**src/rtl/tff_seq_ctrl_if.sv**
```systemverilog
// Command/status bundle between a sequencer client and tff_seq_ctrl.
// master drives the command side, slave (the controller) drives the
// toggle vector, the bank state and the busy/done handshake.
interface tff_seq_if #(
  parameter int unsigned WIDTH = 8
) ();

  logic             start;
  logic             dir;
  logic [WIDTH-1:0] load_val;
  logic [WIDTH-1:0] term_val;
  logic             hold;
  logic             abort;
  logic [WIDTH-1:0] t;
  logic [WIDTH-1:0] q;
  logic             busy;
  logic             done;

  modport master (
    output start, dir, load_val, term_val, hold, abort,
    input  t, q, busy, done
  );

  modport slave (
    input  start, dir, load_val, term_val, hold, abort,
    output t, q, busy, done
  );

endinterface

```
**src/rtl/tff_seq_ctrl.sv**
```systemverilog
// Sequencing controller for a bank of toggle flip-flop cells.
// A start command loads a value and then counts up or down, one step per
// non-held clock, until the captured terminal value is reached. Every
// change of the bank goes through the toggle vector t, so an external tff
// bank driven by the same t tracks q exactly.
module tff_seq_ctrl #(
  parameter int unsigned WIDTH = 8
) (
  input logic      clk,
  input logic      clrn,
  tff_seq_if.slave bus
);

  localparam logic [1:0] StIdle = 2'd0;
  localparam logic [1:0] StLoad = 2'd1;
  localparam logic [1:0] StRun  = 2'd2;

  logic [1:0]       state_q, state_d;
  logic             dir_q, dir_d;
  logic [WIDTH-1:0] load_q, load_d;
  logic [WIDTH-1:0] term_q, term_d;
  logic [WIDTH-1:0] q_q, q_d;
  logic             busy_q, busy_d;
  logic             done_q, done_d;

  logic [WIDTH-1:0] t_comb;
  logic [WIDTH-1:0] step_t;
  logic             step_acc;
  logic             match;

  assign match = (q_q == term_q);

  // Toggle pattern for one count step: bit i flips when all lower bits are
  // 1 (up) or all lower bits are 0 (down); bit 0 always flips.
  always_comb begin
    step_t   = '0;
    step_acc = 1'b1;
    for (int unsigned i = 0; i < WIDTH; i++) begin
      step_t[i] = step_acc;
      step_acc  = step_acc & (dir_q ? q_q[i] : ~q_q[i]);
    end
  end

  // Next-state, capture and toggle-vector decode; abort > match > hold > step.
  always_comb begin
    state_d = state_q;
    dir_d   = dir_q;
    load_d  = load_q;
    term_d  = term_q;
    busy_d  = busy_q;
    done_d  = 1'b0;
    t_comb  = '0;
    case (state_q)
      StIdle: begin
        if (bus.start) begin
          state_d = StLoad;
          dir_d   = bus.dir;
          load_d  = bus.load_val;
          term_d  = bus.term_val;
          busy_d  = 1'b1;
        end
      end
      StLoad: begin
        if (bus.abort) begin
          state_d = StIdle;
          busy_d  = 1'b0;
        end else begin
          // Flip exactly the bits that differ so q lands on the load value.
          t_comb  = q_q ^ load_q;
          state_d = StRun;
        end
      end
      StRun: begin
        if (bus.abort) begin
          state_d = StIdle;
          busy_d  = 1'b0;
        end else if (match) begin
          state_d = StIdle;
          busy_d  = 1'b0;
          done_d  = 1'b1;
        end else if (!bus.hold) begin
          t_comb = step_t;
        end
      end
      default: begin
        state_d = StIdle;
        busy_d  = 1'b0;
      end
    endcase
  end

  assign q_d = q_q ^ t_comb;

  // Control state and handshake registers.
  always_ff @(posedge clk or negedge clrn) begin
    if (!clrn) begin
      state_q <= StIdle;
      busy_q  <= 1'b0;
      done_q  <= 1'b0;
    end else begin
      state_q <= state_d;
      busy_q  <= busy_d;
      done_q  <= done_d;
    end
  end

  // Command parameters captured on an accepted start.
  always_ff @(posedge clk or negedge clrn) begin
    if (!clrn) begin
      dir_q  <= 1'b0;
      load_q <= '0;
      term_q <= '0;
    end else begin
      dir_q  <= dir_d;
      load_q <= load_d;
      term_q <= term_d;
    end
  end

  // Internal toggle bank: each cell is q <= q ^ t.
  always_ff @(posedge clk or negedge clrn) begin
    if (!clrn) begin
      q_q <= '0;
    end else begin
      q_q <= q_d;
    end
  end

  assign bus.t    = t_comb;
  assign bus.q    = q_q;
  assign bus.busy = busy_q;
  assign bus.done = done_q;

endmodule

```
**src/flat_wrapper.sv**
```systemverilog
// flat-port wrapper written by rule: the top's interface ports become plain ports
module tff_seq_ctrl_flat 
#(
  parameter int unsigned WIDTH = 8
)
  (clk, clrn, bus_start, bus_dir, bus_load_val, bus_term_val, bus_hold, bus_abort, bus_t, bus_q, bus_busy, bus_done);
  tff_seq_if #(.WIDTH(WIDTH)) bus_i ();
  input logic clk;
  input logic clrn;
  input wire logic [$bits(bus_i.start)-1:0] bus_start;
  input wire logic [$bits(bus_i.dir)-1:0] bus_dir;
  input wire logic [$bits(bus_i.load_val)-1:0] bus_load_val;
  input wire logic [$bits(bus_i.term_val)-1:0] bus_term_val;
  input wire logic [$bits(bus_i.hold)-1:0] bus_hold;
  input wire logic [$bits(bus_i.abort)-1:0] bus_abort;
  output wire logic [$bits(bus_i.t)-1:0] bus_t;
  output wire logic [$bits(bus_i.q)-1:0] bus_q;
  output wire logic [$bits(bus_i.busy)-1:0] bus_busy;
  output wire logic [$bits(bus_i.done)-1:0] bus_done;
  assign bus_i.start = bus_start;
  assign bus_i.dir = bus_dir;
  assign bus_i.load_val = bus_load_val;
  assign bus_i.term_val = bus_term_val;
  assign bus_i.hold = bus_hold;
  assign bus_i.abort = bus_abort;
  assign bus_t = bus_i.t;
  assign bus_q = bus_i.q;
  assign bus_busy = bus_i.busy;
  assign bus_done = bus_i.done;
  tff_seq_ctrl #(.WIDTH(WIDTH)) u_core (.clk(clk), .clrn(clrn), .bus(bus_i));
endmodule
```
**config.mk**
```make
export PLATFORM = sky130hd
export DESIGN_NAME = tff_seq_ctrl_flat
export DESIGN_NICKNAME = d
export VERILOG_FILES = /design/src/rtl/tff_seq_ctrl_if.sv /design/src/rtl/tff_seq_ctrl.sv /design/src/flat_wrapper.sv
export SDC_FILE = /design/constraint.sdc
export NUM_CORES = 1
export LEC_CHECK = 0
export BUFFER_PORTS_ARGS = -buffer_cell sky130_fd_sc_hd__buf_2
export CAP_MARGIN = 25
export CORE_UTILIZATION = 54
export CTS_CLUSTER_DIAMETER = 40
export CTS_CLUSTER_SIZE = 12
export DETAILED_ROUTE_END_ITERATION = 8
export PLACE_DENSITY = 0.81
export SYNTH_ARGS = -nofsm -noshare
export SYNTH_HDL_FRONTEND = slang
export SYNTH_SLANG_ARGS = --single-unit
```
**constraint.sdc**
```tcl
create_clock -name clk -period 2.6 [get_ports clk]
set_clock_uncertainty 0.15 [all_clocks]
set_input_delay 0.52 -clock clk [delete_from_list [all_inputs] [get_ports clk]]
set_output_delay 0.52 -clock clk [all_outputs]
set_load 0.1 [all_outputs]
```
==> impl_summary.txt <==
----------------------------------------------------
[Drt]
  Drt total wl ... 5280 um
  Per-cell via count in the routed design ... 6.11
  DRT iter0 DRCs ... 141
  Length of the first detailed-routing pass in iterations ... 4
  Mean routed wirelength per cell ... 18.4 um
  Detailed-route DRC error count ... 0
  Number of nets with antenna violations after routing ... 0
  Vias after detailed routing ... 1755

[STA]
  Final Max Slew Viols ... 0
  Highest clock rate ... 338 MHz
  Minimum clock period after layout ... 2.96 ns
  Setup slack of the critical path after layout ... -0.360 ns
  Final number of hold-violating endpoints ... 0
  Setup repair after global routing missed its margin ... yes
  Slew headroom ... 0.513
  Least-Margin Pin Slew ... 0.729 ns
  Period Utilization, post-route ... 1.14
  Endpoints failing setup ... 8
  Final-layout setup total negative slack ... -2.45 ns

[Floorplan]
  Die Y ... 60.2 um
  Overall die area ... 3620 sq um
  Number of primary I/O pins ... 40
  Std-Cell Core Area ... 3130 sq um
  Effective utilization at floorplan ... 0.585
  Width of the chip ... 60.2 um
  Cell row count ... 20

[Yosys]
  Fraction of the yosys area taken by sequential cells ... 0.397
  Simple-gate portion of the synthesized area ... 0.159
  XOR/XNOR share of the synthesized area ... 0.0862
  Predominant post-synthesis flop cell ... sky130_fd_sc_hd__dfrtp_1
  Complex-gate fraction of the synthesized area ... 0.165
  Mapped Area ... 1830 sq um
  Largest cells by area after synthesis ... sky130_fd_sc_hd__dfrtp_1 40%, sky130_fd_sc_hd__mux2_2 11%, sky130_fd_sc_hd__xor2_1 6.7%
  Yosys reg bits ... 29
  EDFF count, synth ... 0
  Syn Area/Cell ... 10.1 sq um
  Most area-hungry cell type in the Yosys netlist ... sky130_fd_sc_hd__dfrtp_1
  Syn_nets ... 207
  Multiplexer fraction of the synthesized cell area ... 0.122
  Cells after Synth ... 182
  Area share of fa/ha/maj cells after synthesis ... 0.0205
  Main combinational cell family by area after synthesis ... compound AO/OA/AOI/OAI gates
  Count of cell types in the netlist ... 47
  Share of flip-flops with an asynchronous set or reset after synthesis ... 1.00
  Proportion of netlist area held by the largest area contributor ... 0.397
  Number of warning messages in the yosys log ... 0

[Global routing]
  Via count of the first global-routing pass ... 1711
  Antenna violations before repair ... 0
  Global-route wire length before repair ... 7930 um
  Largest net degree at the start of global routing ... 30
  Total gr overflow ... 0
  Gr usage total ... 0.313

[Pwr]
  Power density over cell area ... 1310 nW/um^2
  Static leakage power ... 1.11 nW
  VDD IR max ... 0.965 mV

[Clock tree]
  Clock buffers created by TritonCTS ... 5
  TritonCTS clock tree ... built
  Number of sinks on the clock net ... 29
  Clock-pin slew on the worst setup and hold paths ... 0.10 ns
  Deepest level of the CTS H-tree ... 2
  Deepest clock path buffer count ... 2
  Number of buffers inserted by hold repair at cts ... 0
  Worst-Skew Late Latency ... 0.34 ns
  CTS Root Buffer Type ... sky130_fd_sc_hd__clkbuf_4

[Outcome]
  Run status ... complete, but fails checks
  Failing checks ... setup timing

[Critical path]
  Critical Path Start Type ... register
  Crit path kind ... register to output port
  Worst path arrival time ... 2.29 ns
  Most frequent cell on the critical path ... sky130_fd_sc_hd__buf_4
  Slack of the worst reg-to-reg path ... 0.02 ns
  R2R Path Start ... u_core.bus.q[5]$_DFF_PN0_
  Cell with the largest stage delay on the worst path ... sky130_fd_sc_hd__or4_4
  Worst flop-to-flop path endpoint ... u_core.bus.q[5]$_DFF_PN0_
  Chain of cells forming the critical path ... xor2_1, or4_4, buf_4, o211ai_1, buf_4, a21boi_4, buf_12
  Max stage delay on crit path ... 0.56 ns
  Required time of the critical path ... 1.93 ns
  Kind of capture point of the worst setup path ... output port
  Maximum fanout along the worst path ... 4
  Depth of the worst register-to-register path ... 7

[Finish]
  Fill cell total of the finished layout ... 177
  Antenna Cells ... 0
  Area taken by flip-flops and latches ... 748 sq um
  Layout Cells excl Fill ... 287
  Number of nets at the end of the flow ... 268
  Most frequent cells in the layout ... 31 x sky130_fd_sc_hd__buf_2, 24 x sky130_fd_sc_hd__buf_4, 21 x sky130_fd_sc_hd__dfrtp_1
  Area Growth Syn to Fin ... 41.9%
  Area of the multi-input gates ... 1180 sq um
  Most common cell after layout, fill and taps aside ... sky130_fd_sc_hd__buf_2
  Share of final-layout standard cells stronger than drive strength 1 ... 0.523

[Flow run]
  MaxCap Viol Count ... 0

[Place]
  Dpl hpwl ... 3540 um
  Pre-CTS WS ... -0.0987 ns
  Final GP Congestion ... 0.948
  Number of cells after detailed placement ... 274
  Count of port buffers added during placement ... 39

[Min path]
  Worst min-delay path category ... input port to asynchronous set/reset pin

----------------------------------------------------
[worst max-delay path: cells and delay by family, from the launching register on]
family / cells / cell delay (ns)
compound gates: 2 / 0.27
xor+xnor: 1 / 0.20
buf+inv: 3 / 0.49
flops: 1 / 0.44
simple gates: 1 / 0.56
[state kept, by name (all words and copies together), names as in the netlist]
signal           count
u_core.state_q       2
u_core.bus.done      1
u_core.load_q        8
u_core.bus.q         8
u_core.bus.busy      1
u_core.dir_q         1
u_core.term_q        8
[metal layers]
| layer | vias up | GRT usage | part of all wire |
|---|---|---|---|
| met4 | 0 | 0.179 | 0.035 |
| met5 | - | 0 | 0 |
| met1 | 851 | 0.366 | 0.38 |
| met3 | 22 | 0.0823 | 0.072 |
| met2 | 103 | 0.513 | 0.51 |
| li1 | 779 | - | - |
[how the worst max path moves through the flow]
stage,startpoint,to,slack [ns],cells past startpoint
after global routing,u_core.bus.q[5]$_DFF_PN0_,bus_t[5],-0.42,6
after floorplan,u_core.bus.q[0]$_DFF_PN0_,bus_t[7],-0.28,5
after global placement,u_core.bus.q[4]$_DFF_PN0_,bus_t[0],-0.03,5
after detailed placement,u_core.bus.q[5]$_DFF_PN0_,bus_t[3],-0.1,7
after CTS,u_core.bus.q[1]$_DFF_PN0_,bus_t[5],-0.31,6
final,u_core.bus.q[3]$_DFF_PN0_,bus_t[4],-0.36,7
[cells by family (layout without fill, tap and decap cells)]
family                   after synthesis  in the layout
flip-flops                            29             29
multiplexers                          20             20
AND/OR/NAND/NOR                       50             50
adder cells (fa/ha/maj)                3              3
XOR/XNOR                              18             18
AO/OA/AOI/OAI                         43             43
buffers and inverters                 19             80
[what timing repair did]
item,4_1_cts,5_1_grt
setup endpoints to repair,8,9
resized for setup,20,4
setup buffers,4,2
pin swaps,10,1
[cell usage after synthesis, types with 2 or more instances]
master,n
sky130_fd_sc_hd__a21boi_0,4
sky130_fd_sc_hd__a21oi_1,4
sky130_fd_sc_hd__a22oi_1,2
sky130_fd_sc_hd__a31oi_1,3
sky130_fd_sc_hd__and2_1,3
sky130_fd_sc_hd__buf_2,2
sky130_fd_sc_hd__buf_6,2
sky130_fd_sc_hd__clkbuf_1,8
sky130_fd_sc_hd__dfrtp_1,29
sky130_fd_sc_hd__ha_1,3
sky130_fd_sc_hd__inv_1,6
sky130_fd_sc_hd__mux2_2,18
sky130_fd_sc_hd__mux2i_1,2
sky130_fd_sc_hd__nand2_1,7
sky130_fd_sc_hd__nand2b_1,2
sky130_fd_sc_hd__nand3_1,5
sky130_fd_sc_hd__nand4_1,4
sky130_fd_sc_hd__nor2_1,10
sky130_fd_sc_hd__nor2b_1,5
sky130_fd_sc_hd__o2111ai_1,2
sky130_fd_sc_hd__o211ai_1,3
sky130_fd_sc_hd__o21a_1,4
sky130_fd_sc_hd__o21ai_0,9
sky130_fd_sc_hd__o2bb2ai_1,2
sky130_fd_sc_hd__or3_1,3
sky130_fd_sc_hd__or4_1,2
sky130_fd_sc_hd__or4_4,2
sky130_fd_sc_hd__xnor2_1,4
sky130_fd_sc_hd__xor2_1,14
[report_power, final]
group	internal (W)	switching [W]	total [W]
Combinational	0.000869	0.00137	0.00224
Clock	0.000127	0.000161	0.000288
Sequential	0.000672	0.000207	0.000880
Total	0.00167	0.00174	0.00340
[stage by stage]
step	hold slack, ns	instance area [sq um]	total power (W)	utilization
finish	0.0502	2600	0.00340	0.830
global route	0.0957	2600	0.00357	0.830
CTS	0.0768	2570	0.00333	0.820
detailed placement	0.376	2380	0.00295	0.762
global placement	0.361	2380	0.00286	0.762
floorplan	0.0744	1980	0.00246	-
[area by class of cell]
cell class,count,area share
multi-input combinational,134,0.456
sequential,29,0.288
timing repair buffer,67,0.205
clock buffer,7,0.0212
tap,44,0.0212
inverter,6,0.00867
Power figures use the tool's default switching activity.
